--- src/rtl/block_map_writer.sv ---
// block_map_writer: fills the 33x26 block-map RAM after reset/regen, then serves single-block clear requests.
// Define BLOCK_MAP_RANDOM_EN for the LFSR/DENSITY fill; otherwise every eligible cell gets a block.
module block_map_writer #(
    parameter int          DENSITY   = 5,
    parameter logic [15:0] LFSR_SEED = 16'hACE1
) (
    input  logic        clk,
    input  logic        reset,
    input  logic        regen,
    input  logic        clr_req,
    input  logic [5:0]  clr_col,
    input  logic [4:0]  clr_row,
    output logic        clr_ack,
    output logic        clr_hit,
    output logic        we,
    output logic [10:0] waddr,
    output logic        wdata,
    output logic        ready
);
    localparam logic [1:0] INIT  = 2'd0;
    localparam logic [1:0] READY = 2'd1;
    localparam logic [1:0] WRITE = 2'd2;

    logic [1:0]  state_q, state_d;
    logic [5:0]  col_q, col_d;
    logic [4:0]  row_q, row_d;
    logic        we_q, we_d;
    logic [10:0] waddr_q, waddr_d;
    logic        wdata_q, wdata_d;
    logic        ready_q, ready_d;
    logic        ack_q, ack_d;
    logic        hit_q, hit_d;
    logic        eligible, fill, clr_valid, last_col, last_cell;

    assign last_col  = col_q == 6'd32;
    assign last_cell = last_col && row_q == 5'd25;
    assign eligible  = !(col_q[0] && row_q[0]) && !(row_q == 5'd0 && col_q <= 6'd1)
                       && !(col_q == 6'd0 && row_q == 5'd1);
    assign clr_valid = clr_col <= 6'd32 && clr_row <= 5'd25 && !(clr_col[0] && clr_row[0]);

`ifdef BLOCK_MAP_RANDOM_EN
    logic [15:0] lfsr_q;

    assign fill = eligible && ({1'b0, lfsr_q[2:0]} < 4'(DENSITY));

    // Advances on every swept cell, so the pattern depends only on the seed.
    always_ff @(posedge clk or negedge reset)
        if (!reset)
            lfsr_q <= LFSR_SEED;
        else if (regen)
            lfsr_q <= LFSR_SEED;
        else if (state_q == INIT)
            lfsr_q <= {1'b0, lfsr_q[15:1]} ^ (lfsr_q[0] ? 16'hB400 : 16'h0000);
`else
    assign fill = eligible;
`endif

    always_comb begin
        state_d = state_q;
        col_d   = col_q;
        row_d   = row_q;
        we_d    = 1'b0;
        waddr_d = 11'd0;
        wdata_d = 1'b0;
        ready_d = 1'b0;
        ack_d   = 1'b0;
        hit_d   = 1'b0;
        if (regen) begin
            state_d = INIT;
            col_d   = 6'd0;
            row_d   = 5'd0;
        end else begin
            case (state_q)
                INIT: begin
                    we_d    = 1'b1;
                    waddr_d = {row_q, col_q};
                    wdata_d = fill;
                    col_d   = last_col ? 6'd0 : col_q + 6'd1;
                    row_d   = last_cell ? 5'd0 : (last_col ? row_q + 5'd1 : row_q);
                    state_d = last_cell ? READY : INIT;
                end
                READY: begin
                    // ready_q gates acceptance so the cycle right after the sweep ignores requests.
                    if (clr_req && ready_q) begin
                        state_d = WRITE;
                        we_d    = clr_valid;
                        waddr_d = {clr_row, clr_col};
                        ack_d   = 1'b1;
                        hit_d   = clr_valid;
                    end else begin
                        ready_d = 1'b1;
                    end
                end
                WRITE: begin
                    state_d = READY;
                    ready_d = 1'b1;
                end
                default: state_d = INIT;
            endcase
        end
    end

    always_ff @(posedge clk or negedge reset)
        if (!reset) begin
            state_q <= INIT;
            col_q   <= 6'd0;
            row_q   <= 5'd0;
            we_q    <= 1'b0;
            waddr_q <= 11'd0;
            wdata_q <= 1'b0;
            ready_q <= 1'b0;
            ack_q   <= 1'b0;
            hit_q   <= 1'b0;
        end else begin
            state_q <= state_d;
            col_q   <= col_d;
            row_q   <= row_d;
            we_q    <= we_d;
            waddr_q <= waddr_d;
            wdata_q <= wdata_d;
            ready_q <= ready_d;
            ack_q   <= ack_d;
            hit_q   <= hit_d;
        end

    assign we      = we_q;
    assign waddr   = waddr_q;
    assign wdata   = wdata_q;
    assign ready   = ready_q;
    assign clr_ack = ack_q;
    assign clr_hit = hit_q;
endmodule

--- config.mk ---
export PLATFORM = sky130hd
export DESIGN_NAME = block_map_writer
export DESIGN_NICKNAME = d
export VERILOG_FILES = /design/src/rtl/block_map_writer.sv
export SDC_FILE = /design/constraint.sdc
export NUM_CORES = 1
export LEC_CHECK = 0
export ABC_CLOCK_PERIOD_IN_PS = 2300
export CAP_MARGIN = 30
export CORE_MARGIN = 5
export CORE_UTILIZATION = 35
export DETAILED_ROUTE_END_ITERATION = 12
export GPL_ROUTABILITY_DRIVEN = 1
export SLEW_MARGIN = 20
export SYNTH_ARGS = -nofsm -noshare
export SYNTH_HDL_FRONTEND = slang
export SYNTH_SLANG_ARGS = --single-unit
--- constraint.sdc ---
create_clock -name clk -period 2.3 [get_ports clk]
set_input_delay 0.46 -clock clk [delete_from_list [all_inputs] [get_ports clk]]
set_output_delay 0.46 -clock clk [all_outputs]
set_load 0.01 [all_outputs]
==> impl_results.md <==
* Outcome: finished clean
* DRC viols at 0
* Row count at 24
* Pwr dens at 546.6 mW/mm^2
* Max-slew violation count at 0
* Number of diodes at 0
* Setup violations, final at 0
* First-pass detailed-route iteration total at 4
* Ys Warns at 0
* NumNets Final at 217
* R2r setup slk at between 0.15 and 0.2 ns
* Synthesized area per cell at 9.954 sq um
* Gr usage total at about 14%
* Setup CP Type: flop to flop
* Die area at 0.005901 sq mm
* Syn Nets at between 150 and 200
* Dpl ws at 0.1691 ns
* Post-CTS setup repair buffer count at 0
* Slew Limit Headroom at 70.02%
* Largest net degree at the start of global routing at 30
* Finished Layout Cells at approximately 240
* Final hold violation count at 0
* Maximum fanout along the worst path at 12
* CTS root buf: clkbuf_8
* #FFs+latches synth at 29
* Vias in the first global route at about 1300
* Vias at 1303
* Final Wtd Congestion at 0.7841
* IO Port Bufs at 30
* Final min period at 2.128 ns
* Total routed wirelength at 3782 um
* Utilization after layout at between 40% and 50%
* Leading area contributor after synthesis: dfrtp_1
* Crit path arrival time at 2.30 ns
* CTS tree: done
* Hold_buf cts at 0
* Final HPWL DP at 2784 um
* Data required time of the critical path at 2.47 ns
* Period utilization at between 90% and 100%
* Top post-synthesis cells by area: dfrtp_1, ha_1, a22oi_1
* Main synth FF type: dfrtp_1
* Worst setup margin at 0.1719 ns
* Die width at approximately 77 um
* Peak VDD IR at 192.1 uV
* Global-route wire length before repair at 6382 um
* Asr flop ratio synth at 100.0%
* Syn-to-layout area delta at 29.62%
* CP Launch Type: flop
* Setup TNS at 0 ns
* Initial DRC Count at 64
* Total power at 1.107 mW
* CTS Buffer Depth at 2
* Pleak at 0.8428 nW
* Grt total ovfl at 0
* Starting density of the core at 35.89%
* Worst setup EP type: flop
* Final cell area excluding filler cells at 0.002026 sq mm
* Clock buffer count from CTS at 5
* Via/cell ratio at approximately 5.3
* Drt wl/cell at 15.50 um
* Fin Hold WS at 0.5693 ns
* Initial antenna violation count at 0
* Number of gates resized after cts at 0
* Max-Cap Viols at 0
* DP Area at just under 0.002 sq mm
* Area of the mapped netlist at 0.001563 sq mm
* Sink Count at 29
* Netlist cell types at 40
* Fmax at around 470 MHz
* Die Ht at 76.82 um
* Post-synth EDFFs at 0
* Register area share after synthesis at 46.44%
* Mapped Cells at 157
* Post-route ant nets at 0
* Top-area cell type share of the netlist area at 46.44%
* CTS clock-pin slew for the worst setup and hold paths at 0.07 ns
* I/O pin count at 31
* RSZ-0062 raised after global routing: false
* Htree depth at 2
* Core area at around 0.0044 sq mm
* Share of post-route cells with drive strength above 1 at 8.333%
* Clock latency on the worst-skew pair at 0.29 ns
* Least-Margin Pin Slew at 0.4463 ns
* Final Skew at a little under 0.01 ns
* HP Class: input pin to async pin
* Placed cells at 236
## layout make-up
type / count / area [sq um]
Fill cell: 405 / 2328
Inverter: 9 / 33.78
Timing Repair Buffer: 35 / 337.8
Clock inverter: 1 / 5.005
Clock buffer: 7 / 96.34
Sequential cell: 29 / 725.7
Tap cell: 52 / 65.06
Multi-Input combinational cell: 111 / 762.0
## flip-flops by register name, summed over array words and instances (netlist names)
signal / count
clr_hit: 1
clr_ack: 1
we: 1
wdata: 1
col_q: 6
ready: 1
state_q: 2
row_q: 5
waddr: 11
## Yosys cell counts, drive strengths merged, types with 4 or more instances
cell and n:
a211oi 4, a21oi 7, a22oi 11, clkbuf 5, dfrtp 29, ha 11, inv 9, nand2 4
nand2b 4, nand3 5, nand4 5, nor2 20
## logic make-up after synthesis
group           after synthesis  synth area share, %
simple gates                 57                19.77
xor+xnor                      2                1.121
mux                           3                1.922
flops                        29                46.44
fa+ha+maj                    11                8.807
buf+inv                      17                4.804
compound gates               38                17.13
## cells in the final DEF (no fill, tap or decap), types with 5 or more instances in the layout
master	count
clkbuf_8	7
ha_1	11
nand3_1	5
clkdlybuf4s50_1	30
buf_4	5
inv_1	9
a21oi_1	7
nor2_1	20
nand4_1	5
a22oi_1	11
dfrtp_1	29
## critical path, stage by stage (launching register included)
cell	delay, ns
dfrtp_1	0.44
inv_1	0.11
ha_1	0.39
nand3_1	0.27
or4_1	0.52
o311ai_1	0.28
## final timing paths
path                                  from          to  cells past startpoint
max in group asynchronous            reset    waddr[1]                      2
worst max register to register  state_q[0]  state_q[0]                      5
worst min register to register  state_q[1]  state_q[1]                      2
min in group clk                state_q[1]  state_q[1]                      2
worst max-delay path            state_q[0]  state_q[0]                      5
worst min-delay path                 reset    row_q[0]                      2
## per-layer routing
metal  vias up  track usage, %  wire length [um]
met3         8           3.981               243
met5         -               0                 0
met4         0           6.818                86
met1       610           17.92              1791
met2        44           19.78              1661
li1        641               -                 -
## where the power goes
part / total [mW] / switching [mW] / internal, mW / leakage [nW]
Sequential: 0.531 / 0.0110 / 0.520 / 0.398
Clock: 0.467 / 0.197 / 0.270 / 0.0542
Combinational: 0.109 / 0.0549 / 0.0541 / 0.390
Power figures use the tool's default switching activity.
